--- src/rtl/prod_accum_pkg.sv ---
// Shared types and constants for the product accumulator.
// Latency: n/a (declarations only).
// Backpressure: n/a. Optional feature macro used by the block: PROD_ACCUM_SATURATE_EN.
package prod_accum_pkg;

    typedef enum logic [1:0] {
        ST_IDLE = 2'd0,
        ST_ACC  = 2'd1,
        ST_DONE = 2'd2
    } state_t;

    localparam int N_DEF     = 8;
    localparam int LEN_DEF   = 16;
    localparam int ACC_W_DEF = 2 * N_DEF + 4;

    // Ceiling log2; clog2(1) is 0, callers clamp where a width of 1 is needed.
    function automatic int clog2(input int value);
        int v;
        int r;
        v = value - 1;
        r = 0;
        while (v > 0) begin
            r = r + 1;
            v = v >> 1;
        end
        return r;
    endfunction

endpackage

--- src/rtl/acc_adder.sv ---
// ACC_W-bit unsigned add of accumulator and product with carry-out (overflow event).
// Latency: combinational, no state.
// Backpressure: none; macro PROD_ACCUM_SATURATE_EN clamps to all-ones on carry instead of wrapping.
module acc_adder
    import prod_accum_pkg::*;
#(
    parameter int ACC_W = ACC_W_DEF,
    parameter int P_W   = 2 * N_DEF
) (
    input  logic [ACC_W-1:0] acc_in,
    input  logic [P_W-1:0]   term,
    output logic [ACC_W-1:0] sum,
    output logic             carry
);

    logic [ACC_W-1:0] term_w;
    logic             dropped;
    logic [ACC_W:0]   raw;

    // A product wider than the accumulator is truncated; any lost high bit counts as overflow.
    generate
        if (P_W > ACC_W) begin : g_trunc
            assign term_w  = term[ACC_W-1:0];
            assign dropped = |term[P_W-1:ACC_W];
        end else begin : g_ext
            assign term_w  = ACC_W'(term);
            assign dropped = 1'b0;
        end
    endgenerate

    assign raw   = {1'b0, acc_in} + {1'b0, term_w};
    assign carry = raw[ACC_W] | dropped;

`ifdef PROD_ACCUM_SATURATE_EN
    // Once clamped, any further nonzero term carries again, so the value stays pinned.
    assign sum = carry ? {ACC_W{1'b1}} : raw[ACC_W-1:0];
`else
    assign sum = raw[ACC_W-1:0];
`endif

endmodule

--- src/rtl/prod_accum.sv ---
// Accumulates LEN unsigned multiplier products into a dot-product result with sticky overflow.
// Latency: LEN+1 cycles from start to out_valid at full input rate; one term per cycle.
// Backpressure: in_ready is a pure state decode; result/ovf held in DONE until out_ready (PROD_ACCUM_SATURATE_EN selects clamp vs wrap).
module prod_accum
    import prod_accum_pkg::*;
#(
    parameter int n     = N_DEF,
    parameter int LEN   = LEN_DEF,
    parameter int ACC_W = 2 * n + 4
) (
    input  logic             clk,
    input  logic             rst_n,
    input  logic             start,
    input  logic             in_valid,
    output logic             in_ready,
    input  logic [2*n-1:0]   product,
    output logic             busy,
    output logic             out_valid,
    input  logic             out_ready,
    output logic [ACC_W-1:0] result,
    output logic             ovf
);

    localparam int              CNT_W        = (clog2(LEN) < 1) ? 1 : clog2(LEN);
    localparam logic [CNT_W-1:0] CNT_LAST     = CNT_W'(LEN - 1);
    // When the accumulator is wide enough for LEN full-scale products, overflow cannot occur.
    localparam bit              OVF_POSSIBLE = (ACC_W < 2 * n + clog2(LEN));

    state_t           state_q, state_d;
    logic [ACC_W-1:0] acc_q, acc_d;
    logic [CNT_W-1:0] cnt_q, cnt_d;
    logic             ovf_q, ovf_d;

    logic [ACC_W-1:0] add_sum;
    logic             add_carry;
    logic             take;

    acc_adder #(
        .ACC_W (ACC_W),
        .P_W   (2 * n)
    ) u_adder (
        .acc_in (acc_q),
        .term   (product),
        .sum    (add_sum),
        .carry  (add_carry)
    );

    assign take = in_valid && (state_q == ST_ACC);

    // Next-state, accumulator, counter and sticky overflow.
    always_comb begin
        state_d = state_q;
        acc_d   = acc_q;
        cnt_d   = cnt_q;
        ovf_d   = ovf_q;
        case (state_q)
            ST_IDLE: begin
                if (start) begin
                    state_d = ST_ACC;
                    acc_d   = '0;
                    cnt_d   = '0;
                    ovf_d   = 1'b0;
                end
            end
            ST_ACC: begin
                if (take) begin
                    acc_d = add_sum;
                    ovf_d = ovf_q | (OVF_POSSIBLE & add_carry);
                    if (cnt_q == CNT_LAST) begin
                        state_d = ST_DONE;
                    end else begin
                        cnt_d = cnt_q + 1'b1;
                    end
                end
            end
            ST_DONE: begin
                if (out_ready) begin
                    if (start) begin
                        // Chain straight into the next dot-product without an idle cycle.
                        state_d = ST_ACC;
                        acc_d   = '0;
                        cnt_d   = '0;
                        ovf_d   = 1'b0;
                    end else begin
                        state_d = ST_IDLE;
                    end
                end
            end
            default: begin
                state_d = ST_IDLE;
            end
        endcase
    end

    // State registers; reset discards any partial sum.
    always_ff @(posedge clk or negedge rst_n) begin
        if (!rst_n) begin
            state_q <= ST_IDLE;
            acc_q   <= '0;
            cnt_q   <= '0;
            ovf_q   <= 1'b0;
        end else begin
            state_q <= state_d;
            acc_q   <= acc_d;
            cnt_q   <= cnt_d;
            ovf_q   <= ovf_d;
        end
    end

    assign in_ready  = (state_q == ST_ACC);
    assign busy      = (state_q != ST_IDLE);
    assign out_valid = (state_q == ST_DONE);
    assign result    = acc_q;
    assign ovf       = ovf_q;

endmodule

--- config.mk ---
export PLATFORM = sky130hd
export DESIGN_NAME = prod_accum
export DESIGN_NICKNAME = d
export VERILOG_FILES = /design/src/rtl/prod_accum_pkg.sv /design/src/rtl/acc_adder.sv /design/src/rtl/prod_accum.sv
export SDC_FILE = /design/constraint.sdc
export NUM_CORES = 1
export LEC_CHECK = 0
export ABC_CLOCK_PERIOD_IN_PS = 2700
export CAP_MARGIN = 20
export CORE_UTILIZATION = 47
export CTS_BUF_LIST = sky130_fd_sc_hd__clkbuf_8 sky130_fd_sc_hd__clkbuf_16
export CTS_CLUSTER_DIAMETER = 100
export DETAILED_ROUTE_END_ITERATION = 12
export DONT_BUFFER_PORTS = 1
export PLACE_DENSITY_LB_ADDON = 0.25
export RECOVER_POWER = 50
export SKIP_LAST_GASP = 1
export SYNTH_ARGS = -nofsm -noshare
export SYNTH_HDL_FRONTEND = slang
export SYNTH_HIERARCHICAL = 1
export SYNTH_SLANG_ARGS = --single-unit
--- constraint.sdc ---
create_clock -name clk -period 2.7 [get_ports clk]
set_input_delay 0.675 -clock clk [delete_from_list [all_inputs] [get_ports clk]]
set_output_delay 0.675 -clock clk [all_outputs]
set_load 0.1 [all_outputs]
Word level (Yosys, flattened, before mapping)
Index checks and enable logic that the tools add are counted.
- register bits: 27
- input port bits: 21
- output and inout port bits: 24
- $add $sub $neg: 2
- equality and inequality tests: 8
- mux-type cells: 18
- reductions and logical operators: 9
- operator list (cell ; number):
    20-bit 2-to-1 mux ; 3
    20-bit one-hot mux with 3 select lines ; 1
    20-bit by 16-bit adder with 20-bit output ; 1
    4-bit 2-to-1 mux ; 4
    4-bit one-hot mux with 3 select lines ; 1
    2-bit 2-to-1 mux ; 4
    4-bit AND reduction ; 2
    2-bit by 1-bit != test with 1-bit output (second input constant) ; 3
    2-bit one-hot mux with 3 select lines ; 1
    4-bit by 1-bit adder with 4-bit output (second input constant) ; 1
    4-bit equality test (second input constant) ; 1
    2-bit != test (second input constant) ; 2
    2-bit nonzero test ; 2
    1-bit 2-to-1 mux ; 3
    3-bit AND reduction ; 1
    3-bit nonzero test ; 1
    2-bit by 1-bit equality test with 1-bit output (second input constant) ; 1
    2-bit equality test (second input constant) ; 1
    2-bit zero test ; 1
    1-bit one-hot mux with 2 select lines ; 1
    2-bit AND reduction ; 1
    1-bit logical AND ; 1

Logic depth before layout (Yosys ltp)
Gate-level depths: netlist of run 1.
- depth in word-level cells: 4
- depth in mapped cells: 9
- depth with buffers taken out: 9

Cells and area by module
The synthesis of run 1 kept the hierarchy.
- modules (own cells, without submodules) (module ; times used ; cells an instance ; area an instance (sq um) ; sequential area each (sq um)):
    prod_accum ; 1 ; 121 ; 1260.0 ; 650.6
    acc_adder ; 1 ; 123 ; 909.6 ; 0.0

Worst setup path after synthesis of run 1
No wires, ideal clock.
- kind: reg2reg
- from: register acc_q[0], in the netlist result[0]
- to: register acc_q[14], in the netlist result[14]
- setup time: 79 ps
- data arrival time: 2694 ps
- required time: 2621 ps
- slack: -74 ps
- cell stages (with the launch flop): 10
- buffers on the path: 0
- path through: dfrtp_1 > ha_1 > fa_1 > a211oi_1 > o21bai_1 > o21ai_2 > o21ai_2 > a311oi_2 > nand2_1 > mux2i_1
- cells in the longest elaborated chain, start to end: 3
- ends and longest elaborated chain (element ; line ; source):
    start, declared ; prod_accum.sv:30 ; logic [ACC_W-1:0] acc_q, acc_d;
    start signal, assigned ; prod_accum.sv:99 ; acc_q <= '0;
    start signal, assigned ; prod_accum.sv:104 ; acc_q <= acc_d;
    20-bit by 16-bit adder with 20-bit output ; acc_adder.sv:31 ; assign raw = {1'b0, acc_in} + {1'b0, term_w};
    net add_sum[14] ; prod_accum.sv:34 ; logic [ACC_W-1:0] add_sum;
    20-bit 2-to-1 mux ; prod_accum.sv:66 ; if (take) begin
    20-bit one-hot mux with 3 select lines ; prod_accum.sv:56 ; case (state_q)
The timed path passes the listed nets, and every way through them passes these cells. The select of a mux whose other input is x is not followed.
A chain may end at the register's enable or synchronous reset.

Worst setup path after layout of run 1
Same ends and word-level chain as after synthesis.

==> metrics.cfg, run 1 <==
[clock_network]
htreeDepth = 1
clock_sinks = 26
ctsHoldBuffers = 0
clock_latency_ps = 280
path_clk_slew_ps = 100
cts_root_buf = clkbuf_8
cts_made_buffers = 3
cts_setup_buffers = 0
tritoncts = done
cts_max_path_buffers = 2
cts_resized = 0

[critical_path]
cpMostUsedCell = o21ai_2
r2r_cells = 9
cp-end-kind = flip-flop
path_max_fanout = 4
start_kind = flip-flop
r2r_start = result[0]
r2r_slack_ps = 300
cp_data_arrival_time_ps = 2610
path_buf_inv = 0
worstSetupPathType = flip-flop to flip-flop
worst_path_largest_cell_delay_ps = 430
path_cells = ha_1, fa_1, a211oi_1, o21bai_1, o21ai_2, o21ai_2, a311oi_2, nand2_1, mux2i_1
rr_endpoint = result[14]
critical-path-top-delay-family = compound AO/OA/AOI/OAI gates
crit_required_ps = 2910
slowest_stage = fa_1

[drt]
routedWlPerCell_um = 14.65
ant_nets = 0
vias = 1780
drtIter0Drc = 81
drt-vias-per-instance = 5.633
wl_um = 4628
firstDrtPassIters = 4
drcViolationCount = 0

[sta]
relSlewSlack_pct = 8.618
min_period_over_period_pct = 88.84
finalSetupTns_ps = 0
grt_setup_unrepaired = no
finalMaxSlewViolations = 0
hold_violations = 0
max_clock_freq_ghz = 0.4169
holdWs_ps = 78.12
period_needed_ps = 2399
tightest_slew_ps = 1371
setup_viol = 0
finalClockSkew_ps = 3.453

[grt]
grt.total_usage_pct = 20.03
use_met1_pct = 26.49
antenna_found_initial = 0
met3_usage_pct = 3.634
grt-ovfl-total = 0
grt.met2_usage_pct = 32.80
grt_max_degree = 27
grt_pass1_vias = 1790
busiest_layer = met2
grt_pass1_wl_um = 8073

[placement]
place_hpwl_um = 3449
place_congestion = 0.7985
place_area_um2 = 2360
portBuffers = 0

[final_layout]
final_cell_mix = 30 x nand2_1, 28 x inv_1, 25 x dfrtp_1, 24 x mux2i_1
antennaDiodeCount = 0
nets = 304
syn2layout_area_growth_pct = 11.30
final_area_um2 = 2402
layout_commonest_cell = nand2_1
drive_above_1_share_pct = 15.53
fill_cells = 425

[floorplanning]
dieHeight_um = 69.77
dieArea_um2 = 4867
start_util_pct = 49.23
core_um2 = 4384
ioPinCount = 45
die_x_um = 69.77
rows = 24

[synth]
ys_warn_count = 6
synthCells = 242
synth_area_um2 = 2158
synthesis.nets = 281
avgSynthCellArea_um2 = 8.919

[status]
status = complete, no violations

[min_path]
holdCritPathClass = input port to asynchronous set/reset pin

[flow_run]
max-cap-violations = 0

==> sequential cells by signal, summed over array words and instances (netlist names) <==
signal / count
cnt_q: 4
result: 20
state_q: 2
==> layout make-up <==
class	count	area (um^2)	share of cell area (%)
repair buffers	23	150.1	6.250
multi-input cells	182	1355	56.41
inverters	29	108.9	4.531
clock buffers	3	41.29	1.719
well taps	52	65.06	2.708
flip-flops and latches	26	651.9	27.14
clock inverters	1	30.03	1.250
==> per-layer routing <==
metal / up-vias / share of wire (%)
li1: 886 / -
met4: 0 / 1.7
met1: 843 / 47
met2: 43 / 47
met3: 8 / 4.3
met5: - / 0
==> worst max-delay path by stage <==
stage               start          to  slack, ps  depth (start not counted)
6_report        result[0]  result[14]        300                          9
2_1_floorplan   result[1]  result[14]        130                          8
3_3_place_gp   product[0]  result[14]        120                          9
4_1_cts         result[0]  result[14]        270                          9
3_5_place_dp   product[0]  result[14]         50                          9
5_1_grt         result[0]  result[14]        100                          9
==> through the flow <==
stage / instances / setup WS [ps] / utilization [%]
after floorplan: 242 / 128.0 / -
after global placement: 312 / 117.0 / 53.82
after detailed placement: 312 / 54.02 / 53.82
after CTS: 316 / 274.3 / 55.45
after global routing: 316 / 104.1 / 54.79
final: 316 / 301.3 / 54.79
Power of run 1 is not shown: default switching activity piles up to over one toggle a cycle in this logic, so the estimate is an artifact.
==> run 2, diff against run 1 <==
--- a/config.mk
+++ b/config.mk
@@ -12,6 +12,7 @@
 export CTS_CLUSTER_DIAMETER = 100
 export DETAILED_ROUTE_END_ITERATION = 12
 export DONT_BUFFER_PORTS = 1
+export MAX_ROUTING_LAYER = met4
 export PLACE_DENSITY_LB_ADDON = 0.25
 export RECOVER_POWER = 50
 export SKIP_LAST_GASP = 1
==> run 2 against run 1 <==
First-iteration DRC count up 2.5%. Worst setup slack improved by 3.7 ps. Wire length increased by 0.24%. Critical endpoint unchanged. Global-route usage is 0.57 points higher. Non-clock buffer count unchanged. Sequential share of layout area stayed put. Clock skew barely moved.
==> metrics.cfg, run 2 (synthesis results as in run 1) <==
[floorplanning]
die_x_um = 69.77  ; unchanged
ioPinCount = 45  ; unchanged
core_um2 = 4384  ; unchanged
start_util_pct = 49.23  ; unchanged
dieArea_um2 = 4867  ; unchanged
rows = 24  ; unchanged
dieHeight_um = 69.77  ; unchanged

[drt]
vias = 1776  ; -0.22%
routedWlPerCell_um = 14.68  ; +0.24%
ant_nets = 0  ; unchanged
drcViolationCount = 0  ; unchanged
wl_um = 4639  ; +0.24%
firstDrtPassIters = 4  ; unchanged
drt-vias-per-instance = 5.620  ; -0.22%
drtIter0Drc = 83  ; +2.5%

[final_layout]
antennaDiodeCount = 0  ; unchanged
final_cell_mix = 30 x nand2_1, 28 x inv_1, 25 x dfrtp_1, 24 x mux2i_1
largest_reg_flops = 20  ; unchanged
layout_commonest_cell = nand2_1
nets = 304  ; unchanged
drive_above_1_share_pct = 15.53  ; unchanged
syn2layout_area_growth_pct = 11.30  ; unchanged

[grt]
grt_max_degree = 27  ; unchanged
grt_pass1_vias = 1791  ; +0.056%
use_met1_pct = 26.67  ; +0.18 points
grt_pass1_wl_um = 8073  ; unchanged
antenna_found_initial = 0  ; unchanged
grt.met2_usage_pct = 32.80  ; unchanged
grt-ovfl-total = 0  ; unchanged
met3_usage_pct = 3.343  ; -0.29 points
busiest_layer = met2
grt.total_usage_pct = 20.60  ; +0.57 points

[critical_path]
path_buf_inv = 0  ; unchanged
cp-end-kind = flip-flop
crit_required_ps = 2910  ; about the same
worst_path_largest_cell_delay_ps = 430  ; about the same
cp_data_arrival_time_ps = 2600  ; about the same
worstSetupPathType = flip-flop to flip-flop
start_kind = flip-flop
path_cells = ha_1, fa_1, a211oi_1, o21bai_1, o21ai_2, o21ai_2, a311oi_2, nand2_1, mux2i_1
slowest_stage = fa_1
cpMostUsedCell = o21ai_2
critical-path-top-delay-family = compound AO/OA/AOI/OAI gates
cp-startpoint = result[0]
r2r_start = result[0]
path_max_fanout = 4  ; unchanged

[placement]
portBuffers = 0  ; unchanged
place_hpwl_um = 3449  ; unchanged
place_congestion = 0.8100  ; +1.4%

[sta]
min_period_over_period_pct = 88.70  ; -0.14 points
grt_setup_unrepaired = no
hold_violations = 0  ; unchanged
setup_viol = 0  ; unchanged
finalMaxSlewViolations = 0  ; unchanged
tightest_slew_ps = 1371  ; unchanged
finalSetupTns_ps = 0  ; unchanged
relSlewSlack_pct = 8.618  ; unchanged
period_needed_ps = 2395  ; -3.717 ps
max_clock_freq_ghz = 0.4175  ; +0.16%
finalClockSkew_ps = 3.607  ; +0.1545 ps

[flow_run]
max-cap-violations = 0  ; unchanged

[clock_network]
cts_made_buffers = 3  ; unchanged
cts_resized = 0  ; unchanged
cts_root_buf = clkbuf_8
clock_latency_ps = 280  ; about the same
path_clk_slew_ps = 100  ; about the same
cts_setup_buffers = 0  ; unchanged
htreeDepth = 1  ; unchanged
clock_sinks = 26  ; unchanged
cts_max_path_buffers = 2  ; unchanged
tritoncts = done
ctsHoldBuffers = 0  ; unchanged

[min_path]
holdCritPathClass = input port to asynchronous set/reset pin

[status]
status = complete, no violations

==> run 2: cell counts in the layout (fill, tap and decap cells not counted) <==
No cell type changed its count.
==> run 2: area by class of cell <==
type,count,area [um^2]
flip-flops and latches,26,651.9
fillers,425,1982
multi-input cells,182,1355
inverters,29,108.9
clock buffers,3,41.29
repair buffers,23,150.1
well taps,52,65.06
clock inverters,1,30.03
==> run 2: worst paths after layout <==
path                         endpoint  slack [ps]  cells past startpoint
setup / recovery           result[14]         310                      9
hold / removal             result[11]          80                      0
max in group asynchronous   result[0]        2540                      0
hold reg to reg              cnt_q[0]         520                      1
min in group clk             cnt_q[0]         520                      1
setup reg to reg           result[14]         310                      9
==> run 2: layer usage <==
layer  vias up  wire (um)
met5         -          0
li1        886          -
met4         0         80
met2        44       2159
met3         8        195
met1       838       2205
==> run 2: stage by stage <==
stage	cells	hold WS, ps	util (%)	setup WS (ps)	area [um^2]
after floorplan	242	379.4	-	128.0	2160
after global placement	312	380.5	53.82	117.0	2360
after detailed placement	312	380.5	53.82	54.02	2360
after CTS	316	68.55	55.45	274.3	2431
after global routing	316	63.02	54.79	104.1	2402
final	316	78.14	54.79	305.0	2402
Power of run 2 is left out for the same reason.
==> run 3, diff against run 2 <==
--- a/config.mk
+++ b/config.mk
@@ -12,9 +12,11 @@
 export CTS_CLUSTER_DIAMETER = 100
 export DETAILED_ROUTE_END_ITERATION = 12
 export DONT_BUFFER_PORTS = 1
+export GPL_ROUTABILITY_DRIVEN = 0
 export MAX_ROUTING_LAYER = met4
 export PLACE_DENSITY_LB_ADDON = 0.25
 export RECOVER_POWER = 50
+export REMOVE_ABC_BUFFERS = 1
 export SKIP_LAST_GASP = 1
 export SYNTH_ARGS = -nofsm -noshare
 export SYNTH_HDL_FRONTEND = slang
==> run 3 against run 2 <==
Die area did not move. Clock skew fell by 1.6 ps. Cell count fell by 0.32%. Largest cell class unchanged. Fmax fell by 1.6%. First-iteration DRC count fell by 6.0%. Wire length fell by 1.9%.
==> metrics.cfg, run 3 (synthesis results as in run 1) <==
[sta]
tightest_slew_ps = 1350  ; -21.03 ps
min_period_over_period_pct = 90.19  ; +1.5 points
relSlewSlack_pct = 10.02  ; +1.4 points
setup_viol = 0  ; unchanged
max_clock_freq_ghz = 0.4107  ; -1.6%
hold_violations = 0  ; unchanged
period_needed_ps = 2435  ; +40.14 ps
grt_setup_unrepaired = no
finalMaxSlewViolations = 0  ; unchanged
finalClockSkew_ps = 2.017  ; -1.590 ps
fin_ws_ps = 264.9  ; -40.14 ps

[final_layout]
syn2layout_area_growth_pct = 10.03
fin_cells = 315  ; -0.32%
fin_util_pct = 54.17  ; -0.63 points
nets = 304  ; unchanged
largest_reg_flops = 20  ; unchanged
final_cell_mix = 30 x nand2_1, 29 x inv_1, 26 x dfrtp_1, 24 x mux2i_1, 18 x buf_4
layout_commonest_cell = nand2_1
antennaDiodeCount = 0  ; unchanged
drive_above_1_share_pct = 14.83  ; -0.70 points
final_area_um2 = 2375  ; -1.1%

[grt]
grt_pass1_vias = 1699  ; -5.1%
grt_pass1_wl_um = 7576  ; -6.2%
antenna_found_initial = 0  ; unchanged
grt_max_degree = 27  ; unchanged
grt-ovfl-total = 0  ; unchanged
grt.total_usage_pct = 19.88  ; -0.72 points

[drt]
drcViolationCount = 0  ; unchanged
vias = 1725  ; -2.9%
firstDrtPassIters = 4  ; unchanged
wl_um = 4552  ; -1.9%
drtIter0Drc = 78  ; -6.0%
ant_nets = 0  ; unchanged
drt-vias-per-instance = 5.476  ; -2.6%
routedWlPerCell_um = 14.45  ; -1.6%

[floorplanning]
rows = 24  ; unchanged
start_util_pct = 49.23  ; unchanged
ioPinCount = 45  ; unchanged
dieHeight_um = 69.77  ; unchanged
core_um2 = 4384  ; unchanged
die_x_um = 69.77  ; unchanged
dieArea_um2 = 4867  ; unchanged

[critical_path]
start_kind = flip-flop
cp-end-kind = flip-flop
worstSetupPathType = flip-flop to flip-flop
path_max_fanout = 4  ; unchanged
cp_data_arrival_time_ps = 2590  ; about the same
crit_required_ps = 2850  ; -60 ps

[clock_network]
clock_latency_ps = 280  ; about the same
tritoncts = done
ctsHoldBuffers = 0  ; unchanged
path_clk_slew_ps = 90  ; about the same
cts_setup_buffers = 0  ; unchanged
clock_sinks = 26  ; unchanged
cts_max_path_buffers = 2  ; unchanged
cts_root_buf = clkbuf_8
cts_made_buffers = 3  ; unchanged
cts_resized = 0  ; unchanged
htreeDepth = 1  ; unchanged

[placement]
pre_cts_ws_ps = 31.84  ; -22.18 ps
place_area_um2 = 2359  ; about the same
place_hpwl_um = 3422  ; -0.76%
portBuffers = 0  ; unchanged
dp_cells = 312  ; unchanged

[flow_run]
max-cap-violations = 0  ; unchanged

[min_path]
holdCritPathClass = input port to asynchronous set/reset pin

[status]
status = complete, no violations

==> run 3: cell count changes in the layout (fill, tap and decap cells not counted), sizes merged <==
cell / delta
buf: +1
bufinv: -1
clkbuf: -1
==> run 3: layout make-up <==
type / instances / area [um^2]
Inverter: 29 / 108.9
Timing Repair Buffer: 23 / 153.9
Clock buffer: 3 / 41.29
Sequential cell: 26 / 650.6
Fill cell: 439 / 2009
Tap cell: 52 / 65.06
Multi-Input combinational cell: 182 / 1355
==> run 3: stage by stage <==
stage	TNS, ps	hold slack [ps]
finish	0	76.94
global route	0	62.80
CTS	0	69.25
detailed placement	0	380.3
global placement	0	380.2
floorplan	-120.0	379.4
==> run 3: worst max-delay path, stage by stage, from the launching register on <==
cell and delay, ps:
dfrtp_1 400, ha_1 250, fa_1 430, a211oi_1 280, o21bai_1 200, o2111ai_1 290, a21oi_1 120, xor2_1 150
nand2_1 100, mux2i_1 80
==> run 3: routing by layer <==
layer	GRT usage, %	wire length, um
met1	24.04	2066
met2	32.26	2143
met3	5.087	270
met4	6.667	72
met5	-	0
==> run 3: final timing paths <==
kind | from | endpoint | slack [ps] | cells past startpoint
max | result[0] | result[18] | 260 | 9
min | rst_n | result[7] | 80 | 0
max reg2reg | result[0] | result[18] | 260 | 9
min reg2reg | cnt_q[0] | cnt_q[0] | 540 | 1
max in group asynchronous | rst_n | result[13] | 2550 | 0
min in group clk | cnt_q[0] | cnt_q[0] | 540 | 1
Power of run 3 is left out for the same reason.
